==> src/rtl/lcd_pattern_source_pkg.sv <==
// Shared definitions for the LCD rectangle pattern source: pattern codes,
// FSM state encodings and default port widths.
package lcd_pattern_source_pkg;

    localparam int LCD_COORDINATE_WIDTH = 9;
    localparam int LCD_PIXEL_WIDTH      = 16;
    localparam int LCD_GRID_SHIFT       = 4;

    typedef enum logic [1:0] {
        LCD_PATTERN_SOLID    = 2'd0,
        LCD_PATTERN_GRID     = 2'd1,
        LCD_PATTERN_CHECKER  = 2'd2,
        LCD_PATTERN_GRADIENT = 2'd3
    } lcd_pattern_t;

    typedef enum logic [1:0] {
        LCD_STATE_IDLE   = 2'd0,
        LCD_STATE_RUN    = 2'd1,
        LCD_STATE_FINISH = 2'd2
    } lcd_state_t;

endpackage

==> src/rtl/lcd_pattern_source_pixel.sv <==
// Combinational pattern function: (pattern, colour, rx, ry) -> RGB565 pixel.
// The gradient field packing assumes 9-bit coordinates and 16-bit pixels.
module lcd_pattern_pixel
    import lcd_pattern_source_pkg::*;
#(
    parameter int CoordinateWidth = LCD_COORDINATE_WIDTH,
    parameter int PixelWidth      = LCD_PIXEL_WIDTH,
    parameter int GridShift       = LCD_GRID_SHIFT
) (
    input  logic [1:0]                 pattern,
    input  logic [PixelWidth-1:0]      color,
    input  logic [CoordinateWidth-1:0] rx,
    input  logic [CoordinateWidth-1:0] ry,
    output logic [PixelWidth-1:0]      pixel
);

    logic [8:0] sum;

    always_comb begin
        sum   = rx + ry;
        pixel = '0;
        case (pattern)
            LCD_PATTERN_SOLID:    pixel = color;
            LCD_PATTERN_GRID:     pixel = ((rx[GridShift-1:0] == '0) || (ry[GridShift-1:0] == '0))
                                          ? {PixelWidth{1'b1}} : '0;
            LCD_PATTERN_CHECKER:  pixel = (rx[GridShift] ^ ry[GridShift]) ? color : '0;
            LCD_PATTERN_GRADIENT: pixel = {rx[7:3], ry[7:2], sum[8:4]};
            default:              pixel = '0;
        endcase
    end

endmodule

==> src/rtl/lcd_pattern_source.sv <==
// Raster-order pattern generator feeding the LCD rectangle write stream over
// a valid/ready handshake; coordinates are tracked locally so stalls never skew it.
//
// state  | meaning
// IDLE   | waiting for start; outputs quiet
// RUN    | presenting pixels, advancing one coordinate per accepted beat
// FINISH | done pulse for one cycle, then back to IDLE
module lcd_pattern_source
    import lcd_pattern_source_pkg::*;
#(
    parameter int CoordinateWidth = LCD_COORDINATE_WIDTH,
    parameter int PixelWidth      = LCD_PIXEL_WIDTH,
    parameter int GridShift       = LCD_GRID_SHIFT
) (
    input  logic                       clock_48mhz,
    input  logic                       reset,
    input  logic                       start,
    input  logic                       abort,
    input  logic [1:0]                 pattern,
    input  logic [PixelWidth-1:0]      color,
    input  logic [CoordinateWidth-1:0] rect_x0,
    input  logic [CoordinateWidth-1:0] rect_x1,
    input  logic [CoordinateWidth-1:0] rect_y0,
    input  logic [CoordinateWidth-1:0] rect_y1,
    output logic                       busy,
    output logic                       done,
    output logic [PixelWidth-1:0]      pixel_out,
    output logic                       pixel_valid,
    input  logic                       pixel_ready,
    output logic [CoordinateWidth-1:0] rel_x,
    output logic [CoordinateWidth-1:0] rel_y
);

    lcd_state_t                 state;
    logic [1:0]                 pattern_q;
    logic [PixelWidth-1:0]      color_q;
    logic [CoordinateWidth-1:0] width_q;
    logic [CoordinateWidth-1:0] height_q;

    // One extra bit keeps the borrow so x1 < x0 (or y1 < y0) is seen as empty.
    logic [CoordinateWidth:0]   width_ext;
    logic [CoordinateWidth:0]   height_ext;
    logic                       rect_empty;

    logic                       transfer;
    logic                       last_beat;
    logic [CoordinateWidth-1:0] next_x;
    logic [CoordinateWidth-1:0] next_y;
    logic [1:0]                 sel_pattern;
    logic [PixelWidth-1:0]      sel_color;
    logic [PixelWidth-1:0]      next_pixel;

    always_comb begin
        width_ext  = {1'b0, rect_x1} - {1'b0, rect_x0};
        height_ext = {1'b0, rect_y1} - {1'b0, rect_y0};
        rect_empty = width_ext[CoordinateWidth] | height_ext[CoordinateWidth];

        transfer  = pixel_valid & pixel_ready;
        last_beat = (rel_x == width_q) && (rel_y == height_q);

        next_x = '0;
        next_y = '0;
        if (state == LCD_STATE_RUN) begin
            if (rel_x == width_q) begin
                next_x = '0;
                next_y = rel_y + CoordinateWidth'(1);
            end else begin
                next_x = rel_x + CoordinateWidth'(1);
                next_y = rel_y;
            end
        end

        // In IDLE the first pixel is computed from the live inputs so it is
        // already registered when pixel_valid rises.
        sel_pattern = (state == LCD_STATE_IDLE) ? pattern : pattern_q;
        sel_color   = (state == LCD_STATE_IDLE) ? color   : color_q;
    end

    lcd_pattern_pixel #(
        .CoordinateWidth(CoordinateWidth),
        .PixelWidth     (PixelWidth),
        .GridShift      (GridShift)
    ) u_pixel (
        .pattern(sel_pattern),
        .color  (sel_color),
        .rx     (next_x),
        .ry     (next_y),
        .pixel  (next_pixel)
    );

    always_ff @(posedge clock_48mhz) begin
        if (reset) begin
            state       <= LCD_STATE_IDLE;
            busy        <= 1'b0;
            done        <= 1'b0;
            pixel_valid <= 1'b0;
            pixel_out   <= '0;
            rel_x       <= '0;
            rel_y       <= '0;
            pattern_q   <= '0;
            color_q     <= '0;
            width_q     <= '0;
            height_q    <= '0;
        end else begin
            done <= 1'b0;
            case (state)
                LCD_STATE_IDLE: begin
                    if (start) begin
                        pattern_q <= pattern;
                        color_q   <= color;
                        width_q   <= width_ext[CoordinateWidth-1:0];
                        height_q  <= height_ext[CoordinateWidth-1:0];
                        rel_x     <= '0;
                        rel_y     <= '0;
                        if (rect_empty) begin
                            state <= LCD_STATE_FINISH;
                            done  <= 1'b1;
                        end else begin
                            state       <= LCD_STATE_RUN;
                            busy        <= 1'b1;
                            pixel_valid <= 1'b1;
                            pixel_out   <= next_pixel;
                        end
                    end
                end
                LCD_STATE_RUN: begin
                    if (abort) begin
                        state       <= LCD_STATE_IDLE;
                        busy        <= 1'b0;
                        pixel_valid <= 1'b0;
                    end else if (transfer) begin
                        if (last_beat) begin
                            state       <= LCD_STATE_FINISH;
                            busy        <= 1'b0;
                            pixel_valid <= 1'b0;
                            done        <= 1'b1;
                        end else begin
                            rel_x     <= next_x;
                            rel_y     <= next_y;
                            pixel_out <= next_pixel;
                        end
                    end
                end
                LCD_STATE_FINISH: begin
                    state <= LCD_STATE_IDLE;
                end
                default: begin
                    state       <= LCD_STATE_IDLE;
                    busy        <= 1'b0;
                    pixel_valid <= 1'b0;
                end
            endcase
        end
    end

endmodule

==> config.mk <==
export PLATFORM = sky130hd
export DESIGN_NAME = lcd_pattern_source
export DESIGN_NICKNAME = d
export VERILOG_FILES = /design/src/rtl/lcd_pattern_source_pkg.sv /design/src/rtl/lcd_pattern_source_pixel.sv /design/src/rtl/lcd_pattern_source.sv
export SDC_FILE = /design/constraint.sdc
export NUM_CORES = 1
export LEC_CHECK = 0
export BUFFER_PORTS_ARGS = -buffer_cell sky130_fd_sc_hd__buf_2
export CAP_MARGIN = 40
export CORE_MARGIN = 1.5
export CORE_UTILIZATION = 50
export DETAILED_ROUTE_END_ITERATION = 10
export GPL_TIMING_DRIVEN = 0
export PLACE_DENSITY = 0.82
export SYNTH_ARGS = -nofsm -noshare
export SYNTH_HDL_FRONTEND = slang
export SYNTH_HIERARCHICAL = 1
export SYNTH_SLANG_ARGS = --single-unit
==> constraint.sdc <==
create_clock -name clock_48mhz -period 4.2 [get_ports clock_48mhz]
set_input_delay 0.21 -clock clock_48mhz [delete_from_list [all_inputs] [get_ports clock_48mhz]]
set_output_delay 0.21 -clock clock_48mhz [all_outputs]
set_load 0.05 [all_outputs]
# Word level (Yosys, flattened, before mapping)
# Cells that the tools add are included.
# classes
addsub,5
n_reduce_logical,12
n_mux,42
bitwise_logic,4
eq_ne,14
# op_table
operator,count
2-to-1 mux 16 bit,8
2-to-1 mux 9 bit,11
one-hot mux 16 bit (4 select lines),1
one-hot mux 9 bit (2 select lines),2
one-hot mux 16 bit (2 select lines),1
subtractor 9 x 9 -> 10 bit,2
"adder 9 x 1 -> 9 bit, second input constant",2
== test 9 bit,2
2-to-1 mux 2 bit,6
2-to-1 mux 1 bit,10
"inequality test 2 bit, second input constant",5
AND reduction 5 bit,2
adder 9 bit,1
logical NOT 4 bit,2
"== test 2 bit, second input constant",3
"inequality test 3 bit, second input constant",2
AND reduction 6 bit,1
"== test 2 x 1 -> 1 bit, second input constant",2
logical NOT 2 bit,2
one-hot mux 2 bit (2 select lines),1
one-hot mux 1 bit (3 select lines),1
AND reduction 3 bit,1
one-hot mux 1 bit (2 select lines),1
AND reduction 2 bit,1
7 further kinds,7
# word_totals
input_bits,59
ff_bits,74
elab_cells,87
output_inout_bits,37

# Logic depth before layout (Yosys ltp)
# Gate-level depths: netlist of run 1.
# logic_depth
ltp_word,11
mapped_depth,15
mapped_depth_nobuf,14

# By module
# Netlist of run 1, hierarchy kept.
# by_module_without_submodules
mod,cells_per_inst,area_each_um2,seq_area_each_um2,n_inst
lcd_pattern_source,541,4287.9,1481.4,1
lcd_pattern_pixel,79,576.8,0.0,1

# Worst setup path after synthesis of run 1
# OpenSTA, ideal clock, no wires.
# synth_path
path_kind,flip-flop to flip-flop
startpoint,register rel_x[3]
endpoint,register pixel_out[2]
synth_period_minus_slack_ps,3523
path_buffers,1
t_required_ps,4128
arrival_ps,3451
setup_time_ps,72
stages_incl_launch_ff,14
setup_slack_ps,677
path_cell_list,dfxtp_1 xor2_1 nor4_4 nand3_2 nand2b_1 buf_1 nor2_1 ha_1 or3_1 o221a_1 or2_0 o311ai_1 nand2_1 mux2i_1
# synth_via
elab_chain_len,11
elab_cells_between_ends,23
classes_between,add/sub: 2; eq/ne: 2; mux: 13; bitwise: 1; reduce/logical: 5
# synth_lines
element,line,rtl
from (decl),lcd_pattern_source.sv:30,"output logic [CoordinateWidth-1:0] rel_x,"
from (signal assigned),lcd_pattern_source.sv:138,rel_x <= next_x;
adder 9 x 1 -> 9 bit or == test 9 bit (tied branches),"lcd_pattern_source.sv:68, lcd_pattern_source.sv:64",
2-to-1 mux 9 bit (*),lcd_pattern_source.sv:64,if (rel_x == width_q) begin
2-to-1 mux 9 bit (*),lcd_pattern_source.sv:63,if (state == LCD_STATE_RUN) begin
net next_x[3],lcd_pattern_source.sv:47,logic [CoordinateWidth-1:0] next_x;
"parallel branches: the longest is 3 deep, another holds adder 9 bit",-,
one-hot mux 16 bit (4 select lines) (*),lcd_pattern_source_pixel.sv:22,case (pattern)
net next_pixel[2],lcd_pattern_source.sv:51,logic [PixelWidth-1:0] next_pixel;
2-to-1 mux 16 bit,lcd_pattern_source.sv:132,if (last_beat) begin
2-to-1 mux 16 bit,lcd_pattern_source.sv:131,end else if (transfer) begin
2-to-1 mux 16 bit,lcd_pattern_source.sv:127,if (abort) begin
one-hot mux 16 bit (2 select lines) (*),lcd_pattern_source.sv:106,case (state)
to (signal assigned),lcd_pattern_source.sv:122,pixel_out <= next_pixel;
to (signal assigned),lcd_pattern_source.sv:140,pixel_out <= next_pixel;
to (decl),lcd_pattern_source.sv:27,"output logic [PixelWidth-1:0] pixel_out,"
# Mark *: on every way through the listed nets, which the timed path passes. The select of a mux whose other input is x is not followed.
# A chain may end at the register's enable or synchronous reset.

# Worst setup path in the final report of run 1
# layout_path
startpoint,register rel_x[0]
endpoint,register pixel_out[2]
# The elaborated chain is that of the path after synthesis.

==> flow_summary.json, run 1 <==
{
  "outcome": "finished, final reports clean",
  "htree_depth": 3,
  "clock_transition_at_the_register_clock_pins_on_the_worst_setup_and_hold_paths_after_cts_ns": 0.10,
  "fp.dieW_um": 101.6,
  "cts.path.max_buffers": 2,
  "initial_utilization": 0.5215,
  "grt-busiest-layer": "met2",
  "critical_path.max_fanout": 10,
  "total_leakage_power_nw": 2.555,
  "post-route-min-period_ns": 3.871,
  "postSynthNetCount": 708,
  "route.vias.total": 4872,
  "layout_cells_sized_above_1": 0.1997,
  "layout.filler_cells": 836,
  "synth.largest_area_cell": "sky130_fd_sc_hd__dfxtp_1",
  "setup_tns_ns": 0,
  "grt_first_pass_wirelength_um": 21530,
  "crit_path_kind": "reg2reg",
  "timing.final.max_slew_violations": 0,
  "design_power_total_mw": 1.805,
  "grtUsageMet2": 0.4395,
  "power_density_mw_per_mm2": 317.5,
  "io_buffer_count": 95,
  "critPathLaunchType": "flip-flop",
  "ant_nets": 0,
  "tritoncts": "yes",
  "post-route-util": 0.6095,
  "final_nets": 814,
  "globalRoute.totalOverflow": 0,
  "ys_dominant_reg_cell": "sky130_fd_sc_hd__dfxtp_1",
  "grt_max_degree": 16,
  "hold_path.class": "in2reg",
  "synth_cell_type_count": 58,
  "async_flop_share": 0,
  "finClkSkew_ns": 0.01754,
  "groute.layer.met1.usage": 0.3508,
  "yosys_warnings": 6,
  "end_kind": "flip-flop",
  "numCtsBuffers": 9,
  "timing.critical_path.required_ns": 4.51,
  "clock_tree.root_cell": "sky130_fd_sc_hd__clkbuf_8",
  "synth_cells": 620,
  "final_min_period_over_clock_period": 0.9216,
  "ys_seq_area_frac": 0.3045,
  "mappedNetlistArea_mm2": 0.004865,
  "worst_ir_drop_vdd_mv": 0.1671,
  "number_of_non_filler_instances_in_the_completed_layout": 860,
  "synth_area_per_cell_um2": 7.846,
  "worst_hold_slack_ns": 0.08888,
  "post_cts_setup_repair_bufs": 0,
  "area_growth_pct": 16.87,
  "floorplan.io_pins": 96,
  "drt_first_pass_iters": 5,
  "die_height_um": 101.6,
  "worst-slew-pin-transition_ns": 0.6496,
  "die-area_mm2": 0.01033,
  "routed_wl_um": 13410,
  "synth_edf_count": 0,
  "routed_wire_length_per_instance_um": 15.59,
  "setup_viol": 0,
  "synth_top_area_frac": 0.3045,
  "synth-seq-cells": 74,
  "clock_latency_ns": 0.37,
  "max-cap-violations": 0,
  "hold_path_depth": 3,
  "placed_cells": 844,
  "r2r.worst_path.cells": 14,
  "worst_slew_margin_rel": 0.5669,
  "route.detailed.vias_per_inst": 5.665,
  "gp_routability_congestion": 0.9805,
  "post_cts_resized": 0,
  "final_hold_viol_count": 0,
  "drc_marker_count_from_the_first_detailed_route_iteration": 320,
  "synth.top_cells.by_area": "sky130_fd_sc_hd__dfxtp_1, sky130_fd_sc_hd__nand2_1, sky130_fd_sc_hd__ha_1, sky130_fd_sc_hd__xor2_1, sky130_fd_sc_hd__a21oi_1",
  "critPathArrivalTime_ns": 4.18,
  "multi_input_gate_area_in_the_final_layout_mm2": 0.003141,
  "rsz0062_at_grt": "no",
  "total_routing_resource_utilization_after_global_routing": 0.2670,
  "post-dp-hpwl_um": 10350,
  "post-route-drc-count": 0,
  "hold_buffers": 0,
  "grt_antenna_before_repair": 0,
  "numClockSinks": 74,
  "antenna-diode-count": 0,
  "design.core.area_mm2": 0.009328,
  "max_freq_mhz": 258.3,
  "rows": 35,
  "grt_pass1_vias": 4412,
  "globalRouteMet3Util": 0.05383,
  "layout.area.seq_mm2": 0.001481
}
## state kept, by name (all words and copies together) (netlist names)
register     flops
color_q         16
pixel_out       16
height_q         9
rel_x            9
rel_y            9
width_q          9
pattern_q        2
state            2
done             1
pixel_valid      1
## path summary, 6_finish.rpt
check	from	to	slack [ns]
hold reg to reg	color_q[11]	color_q[11]	0.46
setup reg to reg	rel_x[0]	pixel_out[2]	0.33
hold / removal	color[11]	color_q[11]	0.09
setup / recovery	rel_x[0]	pixel_out[2]	0.33
## critical path, stage by stage (launching register included)
cell                       delay [ns]
sky130_fd_sc_hd__dfxtp_1         0.39
sky130_fd_sc_hd__clkbuf_1        0.32
sky130_fd_sc_hd__xor2_1          0.17
sky130_fd_sc_hd__nor4_4          0.24
sky130_fd_sc_hd__nand3_2         0.23
sky130_fd_sc_hd__nand2b_1        0.23
sky130_fd_sc_hd__buf_1           0.36
sky130_fd_sc_hd__nor2_1          0.20
sky130_fd_sc_hd__ha_1            0.29
sky130_fd_sc_hd__or3_1           0.32
sky130_fd_sc_hd__o221a_1         0.31
sky130_fd_sc_hd__or2_0           0.26
sky130_fd_sc_hd__o311ai_1        0.27
sky130_fd_sc_hd__nand2_1         0.08
sky130_fd_sc_hd__mux2i_1         0.14
## cells in the final DEF, fill, tap and decap left out, types with 5 or more instances in the layout
cell type / instances
sky130_fd_sc_hd__xor2_1: 33
sky130_fd_sc_hd__inv_1: 26
sky130_fd_sc_hd__mux2_2: 19
sky130_fd_sc_hd__o21ai_1: 8
sky130_fd_sc_hd__nand2_1: 106
sky130_fd_sc_hd__nor2b_1: 5
sky130_fd_sc_hd__nor3_1: 17
sky130_fd_sc_hd__clkbuf_8: 9
sky130_fd_sc_hd__or4_1: 5
sky130_fd_sc_hd__nand4_1: 9
sky130_fd_sc_hd__a211oi_1: 5
sky130_fd_sc_hd__mux2i_1: 21
sky130_fd_sc_hd__a21o_1: 5
sky130_fd_sc_hd__clkbuf_1: 25
sky130_fd_sc_hd__xnor2_1: 10
sky130_fd_sc_hd__nand3_1: 13
sky130_fd_sc_hd__dfxtp_1: 74
sky130_fd_sc_hd__or3_1: 5
sky130_fd_sc_hd__nor2_1: 57
sky130_fd_sc_hd__o21ai_0: 8
sky130_fd_sc_hd__a221o_1: 11
sky130_fd_sc_hd__and2_1: 5
sky130_fd_sc_hd__nand2b_1: 9
sky130_fd_sc_hd__ha_1: 27
sky130_fd_sc_hd__and3_1: 5
sky130_fd_sc_hd__buf_2: 100
sky130_fd_sc_hd__a21oi_1: 53
## report_power, final
part	internal (mW)	total [mW]	switching (mW)	leakage, nW
clock network	0.223	0.536	0.313	0.0844
registers	0.746	0.773	0.0269	0.604
logic	0.192	0.496	0.304	1.87
total	1.16	1.81	0.644	2.56
## area by class of cell
class	instances	share of cell area
timing repair buffer	95	0.08363
clock inverter	7	0.01056
clock buffer	9	0.02179
tap	129	0.02839
sequential	74	0.2606
inverter	26	0.01717
multi-input combinational	485	0.5524
buffer	35	0.02553
## logic make-up (layout without fill, tap and decap cells)
kind of cell               Yosys count  in the layout  synth area share
xor gates and xnor gates            43             43           0.07742
DFF                                 74             74            0.3045
buffers and inverters               61            172           0.04989
muxes                               40             40           0.08719
adders and majority gates           29             29           0.07767
and+or+nand+nor                    249            249            0.2364
AOI/OAI and AO/OA                  124            124            0.1669
## synth_stat cells, drive strengths merged, types with 3 or more instances
library cell,count
a211oi,5
a21o,5
a21oi,55
a221o,11
a221oi,4
and2,5
and3,6
buf,10
clkbuf,25
dfxtp,74
ha,27
inv,26
mux2,19
mux2i,21
nand2,106
nand2b,9
nand3,14
nand4,10
nor2,58
nor2b,5
nor3,17
nor4,4
o211ai,4
o21a,4
o21ai,17
o31ai,3
or3,5
or4,5
xnor2,10
xor2,33
## metal layers
metal  vias up  wire length (um)
met5         -                 0
met4         0               267
met3        32               913
met2       200              6245
met1      2262              5981
li1       2378                 -
## metrics by stage
stage	worst slack [ns]	area, um^2
2_1_floorplan	0.6774	4865
3_3_place_gp	0.5209	5502
3_5_place_dp	0.4582	5502
4_1_cts	0.4383	5685
5_1_grt	0.06463	5685
6_report	0.3293	5685
Note: power is estimated with default switching activity, not from simulation.
==> run 2, diff against run 1 <==
--- a/config.mk
+++ b/config.mk
@@ -7,11 +7,14 @@
 export LEC_CHECK = 0
 export BUFFER_PORTS_ARGS = -buffer_cell sky130_fd_sc_hd__buf_2
 export CAP_MARGIN = 40
+export CELL_PAD_IN_SITES_DETAIL_PLACEMENT = 0
+export CELL_PAD_IN_SITES_GLOBAL_PLACEMENT = 2
 export CORE_MARGIN = 1.5
-export CORE_UTILIZATION = 50
+export CORE_UTILIZATION = 29
 export DETAILED_ROUTE_END_ITERATION = 10
 export GPL_TIMING_DRIVEN = 0
-export PLACE_DENSITY = 0.82
+export PLACE_DENSITY = 0.86
+export SKIP_LAST_GASP = 1
 export SYNTH_ARGS = -nofsm -noshare
 export SYNTH_HDL_FRONTEND = slang
 export SYNTH_HIERARCHICAL = 1
==> constraint.sdc (replaced) <==
create_clock -name clock_48mhz -period 3.2 [get_ports clock_48mhz]
set_input_delay 0.16 -clock clock_48mhz [delete_from_list [all_inputs] [get_ports clock_48mhz]]
set_output_delay 0.16 -clock clock_48mhz [all_outputs]
set_load 0.05 [all_outputs]
==> flow_summary.json, run 2 (synthesis results as in run 1) <==
{
  "outcome": "complete, but fails checks",
  "layout_cells_sized_above_1": 0.2955,
  "numCtsBuffers": 9,
  "final.setup.worst_slack_ns": -0.06717,
  "hold_path_depth": 3,
  "r2r.worst_path.cells": 13,
  "end_kind": "flip-flop",
  "max-cap-violations": 0,
  "clock_latency_ns": 0.35,
  "hold_buffers": 0,
  "max_freq_mhz": 306.1,
  "design.core.area_mm2": 0.01647,
  "final_nets": 842,
  "grt_first_pass_wirelength_um": 25190,
  "drc_marker_count_from_the_first_detailed_route_iteration": 241,
  "timing.critical_path.required_ns": 3.47,
  "timing.final.max_slew_violations": 0,
  "grt_antenna_before_repair": 0,
  "ant_nets": 0,
  "cts.path.max_buffers": 2,
  "initial_utilization": 0.2954,
  "post-route-min-period_ns": 3.267,
  "antenna-diode-count": 0,
  "largest_registers": "color_q: 16 flops, pixel_out: 16 flops",
  "clock_transition_at_the_register_clock_pins_on_the_worst_setup_and_hold_paths_after_cts_ns": 0.06,
  "routed_wire_length_per_instance_um": 16.29,
  "worst_setup_timing_slack_at_the_placement_stage_ns": -0.4870,
  "globalRoute.totalOverflow": 0,
  "worst_ir_drop_vdd_mv": 0.2246,
  "detail_route.wirelength.met1_um": 7422,
  "setup_viol": 4,
  "critPathLaunchType": "flip-flop",
  "rsz0062_at_grt": "yes",
  "violated_checks": "setup timing",
  "numClockSinks": 74,
  "routed_wl_um": 15940,
  "area_growth_pct": 32.28,
  "wl_met2_um": 7665,
  "mostFrequentLayoutCells": "sky130_fd_sc_hd__nand2_1, sky130_fd_sc_hd__buf_2, sky130_fd_sc_hd__dfxtp_1",
  "tritoncts": "yes",
  "io_buffer_count": 95,
  "power_density_mw_per_mm2": 418.1,
  "drt_first_pass_iters": 5,
  "total_routing_resource_utilization_after_global_routing": 0.1819,
  "route.detailed.vias_per_inst": 5.028,
  "rows": 47,
  "htree_depth": 3,
  "layout.cell_area.non_filler_mm2": 0.006435,
  "worst-slew-pin-transition_ns": 0.7263,
  "critPathArrivalTime_ns": 3.54,
  "finClkSkew_ns": 0.005748,
  "post-dp-hpwl_um": 12280,
  "gp_routability_congestion": 0.8546,
  "dr.max_layer_used": "met4",
  "post_dp_cell_area_mm2": 0.005632,
  "grt_pass1_vias": 4802,
  "die-area_mm2": 0.01756,
  "final_hold_viol_count": 0,
  "fp.dieW_um": 132.5,
  "post-route-drc-count": 0,
  "final_common_cell": "sky130_fd_sc_hd__nand2_1",
  "worst_slew_margin_rel": 0.5158,
  "crit_path_kind": "reg2reg",
  "hold_path.class": "in2reg",
  "grt_max_degree": 12,
  "die_height_um": 132.5,
  "design_power_total_mw": 2.691,
  "worst_hold_slack_ns": 0.06563,
  "post-route-util": 0.3908,
  "final_min_period_over_clock_period": 1.021,
  "route.met3.wl_um": 588,
  "clock_tree.root_cell": "sky130_fd_sc_hd__clkbuf_16",
  "floorplan.io_pins": 96,
  "route.vias.total": 4917,
  "critical_path.max_fanout": 3,
  "total_leakage_power_nw": 2.827
}
==> run 2: per-stage QoR <==
stage | TNS [ns] | cells
floorplan | 0 | 620
global placement | -2.570 | 935
detailed placement | -3.592 | 935
CTS | -0.3162 | 957
global route | -0.8799 | 978
finish | -0.1973 | 978
==> run 2: critical path, cell delays in order (launching register included) <==
cell                       delay [ns]
sky130_fd_sc_hd__dfxtp_4         0.36
sky130_fd_sc_hd__xor2_2          0.18
sky130_fd_sc_hd__nor4_4          0.36
sky130_fd_sc_hd__buf_4           0.20
sky130_fd_sc_hd__and3_4          0.21
sky130_fd_sc_hd__mux2i_2         0.24
sky130_fd_sc_hd__nor2_1          0.10
sky130_fd_sc_hd__ha_2            0.20
sky130_fd_sc_hd__or3_4           0.33
sky130_fd_sc_hd__o221a_4         0.28
sky130_fd_sc_hd__or2_4           0.23
sky130_fd_sc_hd__o311ai_2        0.24
sky130_fd_sc_hd__nand2_1         0.11
sky130_fd_sc_hd__mux2i_1         0.16
==> run 2: metal layers <==
layer,global-route usage,vias up
met5,0,-
met4,0.07204,0
met3,0.03065,20
met2,0.3063,133
met1,0.2319,2325
li1,-,2439
==> run 2: cell type report <==
class | count | area [um^2]
tap | 220 | 275.3
buffer | 33 | 146.4
clock inverter | 2 | 12.51
sequential | 74 | 1504
inverter | 26 | 97.59
clock buffer | 13 | 260.3
multi-input combinational | 485 | 3438
timing repair buffer | 125 | 700.7
fill | 1725 | 10030
==> run 2: final timing paths <==
| kind | slack (ns) | startpoint | endpoint |
|---|---|---|---|
| max | -0.07 | width_q[3] | pixel_out[2] |
| min | 0.07 | color[11] | color_q[11] |
| max reg2reg | -0.07 | width_q[3] | pixel_out[2] |
| min reg2reg | 0.45 | color_q[13] | color_q[13] |
==> run 2: power by group <==
group	switching, mW	internal [mW]
logic	0.434	0.292
clock network	0.387	0.562
registers	0.0377	0.979
==> run 2: repair_timing <==
item / in CTS / in global routing
setup endpoints to repair: 16 / 13
pin swaps: 9 / 18
setup buffers: 9 / 21
cloned: 0 / 0
resized for setup: 34 / 37
